==> src/rtl/alu_pkg.sv <==
// Shared types for the ALU execution unit: op codes, op width and FSM states.
package alu_pkg;

    localparam int ALU_OP_W = 4;

    typedef enum logic [ALU_OP_W-1:0] {
        OP_PASS_B = 4'b0000,
        OP_ADD    = 4'b0010,
        OP_SUB    = 4'b0011,
        OP_AND    = 4'b0100,
        OP_OR     = 4'b0101,
        OP_XOR    = 4'b0110,
        OP_LSL    = 4'b0111,
        OP_LSR    = 4'b1000,
        OP_ASR    = 4'b1001,
        OP_MUL    = 4'b1010
    } alu_op_e;

    typedef enum logic [1:0] {
        IDLE = 2'd0,
        MUL  = 2'd1,
        HOLD = 2'd2
    } alu_state_e;

endpackage

==> src/rtl/alu_mul_iter.sv <==
// Iterative radix-2 shift-add multiplier (low WIDTH bits, unsigned).
// Optional build macro: ALU_MUL_EARLY_TERM_EN stops after the highest set bit of b.
module alu_mul_iter #(
    parameter int WIDTH = 64
) (
    input  logic             clk,
    input  logic             reset_n,
    input  logic             abort,
    input  logic             start,
    input  logic [WIDTH-1:0] a,
    input  logic [WIDTH-1:0] b,
    output logic             done,
    output logic [WIDTH-1:0] result
);

    localparam int CNT_W = $clog2(WIDTH) + 1;

    logic             busy;
    logic [WIDTH-1:0] mcand;
    logic [WIDTH-1:0] mplier;
    logic [WIDTH-1:0] acc;
    logic [CNT_W-1:0] count;
    logic [CNT_W-1:0] steps;

`ifdef ALU_MUL_EARLY_TERM_EN
    // Step count = position of highest set bit of b plus one, never below one.
    always_comb begin
        steps = CNT_W'(1);
        for (int unsigned i = 0; i < WIDTH; i++) begin
            if (b[i]) steps = CNT_W'(i + 1);
        end
    end
`else
    assign steps = CNT_W'(WIDTH);
`endif

    // done marks the cycle whose edge performs the final step; result is that step's sum.
    assign done   = busy && (count == CNT_W'(1));
    assign result = acc + (mplier[0] ? mcand : '0);

    // Load on start, then one shift-add step per cycle until the count expires.
    always_ff @(posedge clk or negedge reset_n) begin
        if (!reset_n) begin
            busy   <= 1'b0;
            mcand  <= '0;
            mplier <= '0;
            acc    <= '0;
            count  <= '0;
        end else if (abort) begin
            busy <= 1'b0;
        end else if (start) begin
            busy   <= 1'b1;
            mcand  <= a;
            mplier <= b;
            acc    <= '0;
            count  <= steps;
        end else if (busy) begin
            acc    <= result;
            mcand  <= mcand << 1;
            mplier <= mplier >> 1;
            count  <= count - CNT_W'(1);
            if (done) busy <= 1'b0;
        end
    end

endmodule

==> src/rtl/alu_exec_unit.sv <==
// Pipelined ALU execution unit: valid/ready issue port, registered result with NZVC.
// Optional build macro: ALU_MUL_EARLY_TERM_EN (early-terminating multiply).
module alu_exec_unit
    import alu_pkg::*;
#(
    parameter int WIDTH = 64,
    parameter int TAG_W = 6
) (
    input  logic             clk,
    input  logic             reset_n,
    input  logic             in_valid,
    output logic             in_ready,
    input  logic [3:0]       in_op,
    input  logic [WIDTH-1:0] in_a,
    input  logic [WIDTH-1:0] in_b,
    input  logic [TAG_W-1:0] in_tag,
    input  logic             flush,
    output logic             out_valid,
    input  logic             out_ready,
    output logic [WIDTH-1:0] out_result,
    output logic [TAG_W-1:0] out_tag,
    output logic             out_negative,
    output logic             out_zero,
    output logic             out_overflow,
    output logic             out_carry
);

    localparam int SH_W = $clog2(WIDTH);

    alu_state_e       state;
    alu_op_e          op;
    logic             accept;
    logic             mul_start;
    logic             mul_done;
    logic [WIDTH-1:0] mul_result;
    logic             is_sub;
    logic [WIDTH-1:0] b_eff;
    logic [WIDTH:0]   sum;
    logic [SH_W-1:0]  sh;
    logic [WIDTH-1:0] alu_res;
    logic             alu_v;
    logic             alu_c;

    assign op        = alu_op_e'(in_op);
    assign in_ready  = !flush && ((state == IDLE) || ((state == HOLD) && out_ready));
    assign accept    = in_valid && in_ready;
    assign mul_start = accept && (op == OP_MUL);
    assign out_valid = (state == HOLD);

    assign is_sub = (op == OP_SUB);
    assign b_eff  = is_sub ? ~in_b : in_b;
    assign sum    = {1'b0, in_a} + {1'b0, b_eff} + {{WIDTH{1'b0}}, is_sub};
    assign sh     = in_b[SH_W-1:0];

    // Single-cycle datapath; unknown codes fall through to PASS_B.
    always_comb begin
        alu_res = in_b;
        alu_v   = 1'b0;
        alu_c   = 1'b0;
        case (op)
            OP_ADD, OP_SUB: begin
                alu_res = sum[WIDTH-1:0];
                alu_c   = sum[WIDTH];
                alu_v   = (in_a[WIDTH-1] == b_eff[WIDTH-1]) && (sum[WIDTH-1] != in_a[WIDTH-1]);
            end
            OP_AND:  alu_res = in_a & in_b;
            OP_OR:   alu_res = in_a | in_b;
            OP_XOR:  alu_res = in_a ^ in_b;
            OP_LSL:  alu_res = in_a << sh;
            OP_LSR:  alu_res = in_a >> sh;
            OP_ASR:  alu_res = $unsigned($signed(in_a) >>> sh);
            default: alu_res = in_b;
        endcase
    end

    alu_mul_iter #(.WIDTH(WIDTH)) u_mul (
        .clk     (clk),
        .reset_n (reset_n),
        .abort   (flush),
        .start   (mul_start),
        .a       (in_a),
        .b       (in_b),
        .done    (mul_done),
        .result  (mul_result)
    );

    // accept already implies IDLE or a draining HOLD, so it is checked first.
    always_ff @(posedge clk or negedge reset_n) begin
        if (!reset_n) begin
            state        <= IDLE;
            out_result   <= '0;
            out_tag      <= '0;
            out_negative <= 1'b0;
            out_zero     <= 1'b0;
            out_overflow <= 1'b0;
            out_carry    <= 1'b0;
        end else if (flush) begin
            state <= IDLE;
        end else if (accept) begin
            out_tag <= in_tag;
            if (op == OP_MUL) begin
                state <= MUL;
            end else begin
                state        <= HOLD;
                out_result   <= alu_res;
                out_negative <= alu_res[WIDTH-1];
                out_zero     <= (alu_res == '0);
                out_overflow <= alu_v;
                out_carry    <= alu_c;
            end
        end else if ((state == MUL) && mul_done) begin
            state        <= HOLD;
            out_result   <= mul_result;
            out_negative <= mul_result[WIDTH-1];
            out_zero     <= (mul_result == '0);
            out_overflow <= 1'b0;
            out_carry    <= 1'b0;
        end else if ((state == HOLD) && out_ready) begin
            state <= IDLE;
        end
    end

endmodule

==> config.mk <==
export PLATFORM = sky130hd
export DESIGN_NAME = alu_exec_unit
export DESIGN_NICKNAME = d
export VERILOG_FILES = /design/src/rtl/alu_pkg.sv /design/src/rtl/alu_mul_iter.sv /design/src/rtl/alu_exec_unit.sv
export SDC_FILE = /design/constraint.sdc
export NUM_CORES = 2
export LEC_CHECK = 0
export CORE_MARGIN = 4
export CORE_UTILIZATION = 60
export CTS_CLUSTER_SIZE = 25
export DETAILED_ROUTE_END_ITERATION = 7
export PLACE_DENSITY = 0.83
export SLEW_MARGIN = 20
export SYNTH_ARGS = -nofsm -noshare
export SYNTH_HDL_FRONTEND = slang
export SYNTH_HIERARCHICAL = 1
export SYNTH_SLANG_ARGS = --single-unit
==> constraint.sdc <==
create_clock -name clk -period 5.3 [get_ports clk]
set_input_delay 1.06 -clock clk [delete_from_list [all_inputs] [get_ports clk]]
set_output_delay 1.06 -clock clk [all_outputs]
set_load 0.005 [all_outputs]
==> results.py, run 1 <==
metrics = {
    "logic_synthesis": {
        "ys_ff_latch": 275,
        "synth_area_leaders": "dfrtp_1 (18%), ha_1 (9.1%), mux2i_1 (7.5%), mux4_2 (7.1%), nand2_1 (5.9%)",
        "yosys_warnings": 6,
        "synthArstFlopShare_pct": 100,
        "syn_nets": 5127,
        "synthFlopType": "dfrtp_1",
        "syn_avg_cell_area_um2": 7.95,
        "synth-edff-count": 0,
        "synth_top_area_share_pct": 18.4,
        "synth_top_area_cell": "dfrtp_1",
        "syn_area_um2": 37400,
        "synth_cells": 4710,
        "ys_types": 105,
        "ys_seq_area_share_pct": 18.4,
    },
    "timing": {
        "worst_endpoint": "out_zero$_DFFE_PN0P_/D",
        "worst-ep-kind": "register data pin",
    },
    "die": {
        "die_h_um": 258,
        "ios": 219,
        "die-width_um": 258,
        "start_util_pct": 60.6,
        "rows": 91,
    },
    "status": {
        "error_line": "[ERROR GRT-0232] Routing congestion too high. Check the congestion heatmap in the GUI.",
        "status": "did not finish",
        "haltStage": "global routing (5_1_grt)",
    },
    "grt": {
        "grt_start_max_net_pins": 169,
        "overflow": 65,
        "track_usage_pct": 61.0,
    },
    "placed_design": {
        "port_buffers": 218,
        "gp_congestion": 1.45,
        "dpl.hpwl_um": 144000,
    },
    "clock_network": {
        "htreeDepth": 1,
        "cts.sinks": 275,
        "cts_made_buffers": 29,
        "hold_buffers": 0,
        "clock_path_buffers": 3,
        "root_buffer": "clkbuf_16",
    },
}
==> stage by stage <==
| step | std cells | setup slack [ns] | utilization, % | instance area [um2] |
|---|---|---|---|---|
| 4_1_cts | 6374 | 0.00112 | 77.7 | 47900 |
| 2_1_floorplan | 4710 | 0.0151 | - | 37500 |
| 3_5_place_dp | 6312 | -0.857 | 75.7 | 46700 |
| 3_3_place_gp | 6312 | -0.790 | 75.7 | 46700 |
==> per-layer routing <==
layer | global-route usage (%) | GRT overflow
met5 | 16.7 | 0
met4 | 54.8 | 38
met3 | 45.5 | 0
met2 | 76.5 | 27
met1 | 64.1 | 0
==> Yosys cell counts (all sizes together) (91+ instances only) <==
cell / instances
inv: 180
nand2: 585
ha: 272
mux2: 119
and2: 91
mux2i: 282
mux4: 120
o21ai: 385
xnor2: 120
a21oi: 325
nor2: 321
dfrtp: 275
buf: 117
clkbuf: 269
==> logic make-up after synthesis <==
| logic type | Yosys count | synth area share, % |
|---|---|---|
| AO/OA/AOI/OAI | 1482 | 26.2 |
| XOR/XNOR | 150 | 3.51 |
| adder cells (fa/ha/maj) | 274 | 9.20 |
| buffers and inverters | 569 | 6.32 |
| flip-flops | 275 | 18.4 |
| multiplexers | 521 | 18.4 |
| AND/OR/NAND/NOR | 1439 | 17.9 |
==> what timing repair did <==
action                                  CTS
pin swaps                                15
resized for setup                        46
endpoints found under the setup margin    1
buffers inserted                         11
==> inputs of run 2 (changes only) <==
--- a/config.mk
+++ b/config.mk
@@ -6,10 +6,9 @@
 export NUM_CORES = 2
 export LEC_CHECK = 0
 export CORE_MARGIN = 4
-export CORE_UTILIZATION = 60
-export CTS_CLUSTER_SIZE = 25
+export CORE_UTILIZATION = 40
 export DETAILED_ROUTE_END_ITERATION = 7
-export PLACE_DENSITY = 0.83
+export PLACE_DENSITY_LB_ADDON = 0.15
 export SLEW_MARGIN = 20
 export SYNTH_ARGS = -nofsm -noshare
 export SYNTH_HDL_FRONTEND = slang
==> run 2 against run 1 <==
The flow now finishes, with violations (design-rule violations, negative setup slack). Synthesized area stayed put. Synthesized cell count stayed put.
==> results.py, run 2 <==
metrics = {
    "grt": {
        "grt_start_max_net_pins": 95,
        "overflow": 0,
        "track_usage_pct": 45.2,
        "grt_first_pass_wirelength_um": 324000,
        "antenna_found_initial": 16,
        "grt_pass1_vias": 44563,
    },
    "logic_synthesis": {
        "ys_types": 105,
        "syn_avg_cell_area_um2": 7.95,
        "synthFlopType": "dfrtp_1",
        "synthArstFlopShare_pct": 100,
        "syn_nets": 5127,
        "yosys_warnings": 6,
        "ys_ff_latch": 275,
        "syn_area_um2": 37400,
        "synth_cells": 4710,
        "ys_top_cells_by_count": "nand2_1 (585), o21ai_0 (379), a21oi_1 (324), nor2_1 (321), mux2i_1 (282)",
        "ys_seq_area_share_pct": 18.4,
        "synth_top_area_cell": "dfrtp_1",
        "synth-edff-count": 0,
        "yosysMostFrequentCell": "nand2_1",
        "synth_top_area_share_pct": 18.4,
        "synth_area_leaders": "dfrtp_1 (18%), ha_1 (9.1%), mux2i_1 (7.5%), mux4_2 (7.1%), nand2_1 (5.9%)",
    },
    "layout": {
        "final_cell_area_um2": 52900,
        "layout_commonest_cell": "buf_4",
        "final_util_pct": 57.3,
        "n_fill_cell": 8725,
        "area_delta_synth_final_pct": 41.2,
        "layout-drive-gt1-share_pct": 31.3,
        "layout_common_cells": "buf_4 (1337), nand2_1 (582), o21ai_0 (363)",
        "nNetsFinal": 6403,
        "layout.cells.non_filler": 7267,
    },
    "die": {
        "die-width_um": 314,
        "start_util_pct": 40.6,
        "die_h_um": 314,
        "ios": 219,
        "die-area_um2": 98500,
        "core-area_um2": 92200,
        "rows": 111,
    },
    "route": {
        "wl_per_cell_um": 32.1,
        "via_per_inst": 6.45,
        "routed-via-count": 46881,
        "drcViolationCount": 20,
        "routed_wl_um": 233000,
        "drtPass1Iterations": 8,
        "drt-initial-drc-count": 6823,
        "ant_nets": 0,
    },
    "timing": {
        "hold_violations": 0,
        "layout_setup_ws_ns": -0.0729,
        "worstMarginPinSlew_ns": 1.34,
        "finalSetupViolations": 1,
        "fmax_ghz": 0.186,
        "max_slew_margin_pct": 10.1,
        "holdWs_ns": 0.475,
        "skew_ns": 0.0393,
        "final.min_clock_period_ns": 5.37,
        "period_share_pct": 101,
        "final_max_slew_viol_count": 0,
    },
    "job": {
        "max_cap_violations": 0,
    },
    "status": {
        "violations": "design-rule violations, negative setup slack",
        "status": "complete, but fails checks",
    },
    "power": {
        "power.total_mw": 9.85,
        "switching_share_pct": 40.4,
        "switchingPower_mw": 3.98,
        "peakVddDrop_v": 0.000259,
        "seqPwrFrac_pct": 23.1,
        "power_density_nw_per_um2": 186,
        "pwr-share-comb_pct": 50.9,
        "p_int_mw": 5.88,
        "clock_power_share_pct": 26.0,
        "p_leak_nw": 23.5,
    },
    "clock_network": {
        "cts.sinks": 275,
        "clock_path_buffers": 3,
        "clkTransAtPathRegs_ns": 0.06,
        "clk_latency_ns": 0.60,
        "cts_made_buffers": 37,
        "htreeDepth": 2,
        "root_buffer": "clkbuf_16",
        "tritoncts": "built",
    },
    "worst_setup_path": {
        "rrSetupSlack_ns": 0.17,
        "worstRegToRegCells": 19,
        "r2r_end": "out_zero$_DFFE_PN0P_",
        "end_kind": "flop",
        "crit_type": "input pin to flop",
        "rr_startpoint": "u_mul/mplier[0]$_DFFE_PN0P_",
        "cp.arrival_ns": 5.89,
        "worstPathRequired_ns": 5.81,
        "crit_fanout": 6,
        "worstSetupStartpointType": "input pin",
    },
    "placed_design": {
        "port_buffers": 218,
        "placedInstanceArea_um2": 50800,
        "gp_congestion": 1.13,
        "place_inst": 7162,
        "dpl.hpwl_um": 192000,
    },
    "min_path": {
        "min_to": "out_tag[5]$_DFFE_PN0P_",
        "min_delay_path_depth": 2,
        "min_path_type": "flop to flop",
        "hp-start": "out_tag[5]$_DFFE_PN0P_",
    },
}
run 2: final cells by class:
class | count | area (um2) | area share [%]
Antenna cell | 11 | 27.5 | 0.0521
Clock buffer | 51 | 1060 | 2.00
Clock inverter | 15 | 133 | 0.251
Inverter | 183 | 692 | 1.31
Multi-Input combinational cell | 3866 | 28900 | 54.6
Sequential cell | 275 | 6880 | 13.0
Tap cell | 1243 | 1560 | 2.94
Timing Repair Buffer | 1623 | 13600 | 25.8
run 2: worst max path at each step:
| stage | from | endpoint | depth (start not counted) |
|---|---|---|---|
| 2_1_floorplan | in_b[4] | out_zero$_DFFE_PN0P_ | 20 |
| 4_1_cts | in_op[2] | out_zero$_DFFE_PN0P_ | 22 |
| 3_5_place_dp | in_a[52] | out_zero$_DFFE_PN0P_ | 16 |
| 3_3_place_gp | in_op[2] | out_zero$_DFFE_PN0P_ | 16 |
| 6_report | in_a[41] | out_zero$_DFFE_PN0P_ | 15 |
| 5_1_grt | u_mul/mplier[0]$_DFFE_PN0P_ | out_zero$_DFFE_PN0P_ | 18 |
run 2: power by group through the flow:
stage          logic (mW)  registers, mW  clock network, mW
2_1_floorplan        1.90           2.31                  0
3_3_place_gp         4.69           2.31                  0
3_5_place_dp         4.70           2.32                  0
4_1_cts              4.76           2.28               2.60
5_1_grt              5.15           2.29               2.67
6_report             5.02           2.28               2.56
run 2: metrics by stage:
step	TNS (ns)	worst slack, ns
floorplan	0	0.0151
global placement	-5.56	-1.12
detailed placement	-6.15	-0.998
CTS	0	0.0104
global route	-0.00110	-0.00110
finish	-0.0729	-0.0729
run 2: worst max-delay path: stages:
cell and delay (ns):
clkdlybuf4s50_1 0.59, mux4_2 0.62, mux2i_1 0.33, nor3_1 0.11, a31o_2 0.27, nor4_2 0.49, buf_4 0.24, a32oi_1 0.25
a2111oi_2 0.37, nand4_1 0.36, nor4_2 0.28, buf_4 0.16, nand4_1 0.14, or4_4 0.55, o211ai_2 0.08
run 2: kinds of logic (layout without fill, tap and decap cells):
family | Yosys count | in the layout | share of synthesized area, %
AO/OA/AOI/OAI | 1482 | 1482 | 26.2
AND/OR/NAND/NOR | 1439 | 1439 | 17.9
buffers and inverters | 569 | 1872 | 6.32
multiplexers | 521 | 521 | 18.4
flip-flops | 275 | 275 | 18.4
adder cells (fa/ha/maj) | 274 | 274 | 9.20
XOR/XNOR | 150 | 150 | 3.51
other | 0 | 11 | 0
run 2: per-layer routing:
layer | share of wire (%) | vias to the layer above | GRT usage (%)
met3 | 13 | 732 | 15.1
li1 | - | 20191 | -
met5 | 0.035 | - | 0
met1 | 39 | 22627 | 59.3
met2 | 40 | 3319 | 64.7
met4 | 7.3 | 12 | 26.2
run 2: timing repair:
item / CTS / global route
cloned: 3 / 0
pin swaps: 15 / 45
setup endpoints to repair: 1 / 3
resized for setup: 43 / 79
hold buffers: 0 / 0
buffers inserted: 7 / 18
No activity file was read; power rests on OpenSTA's default activity.
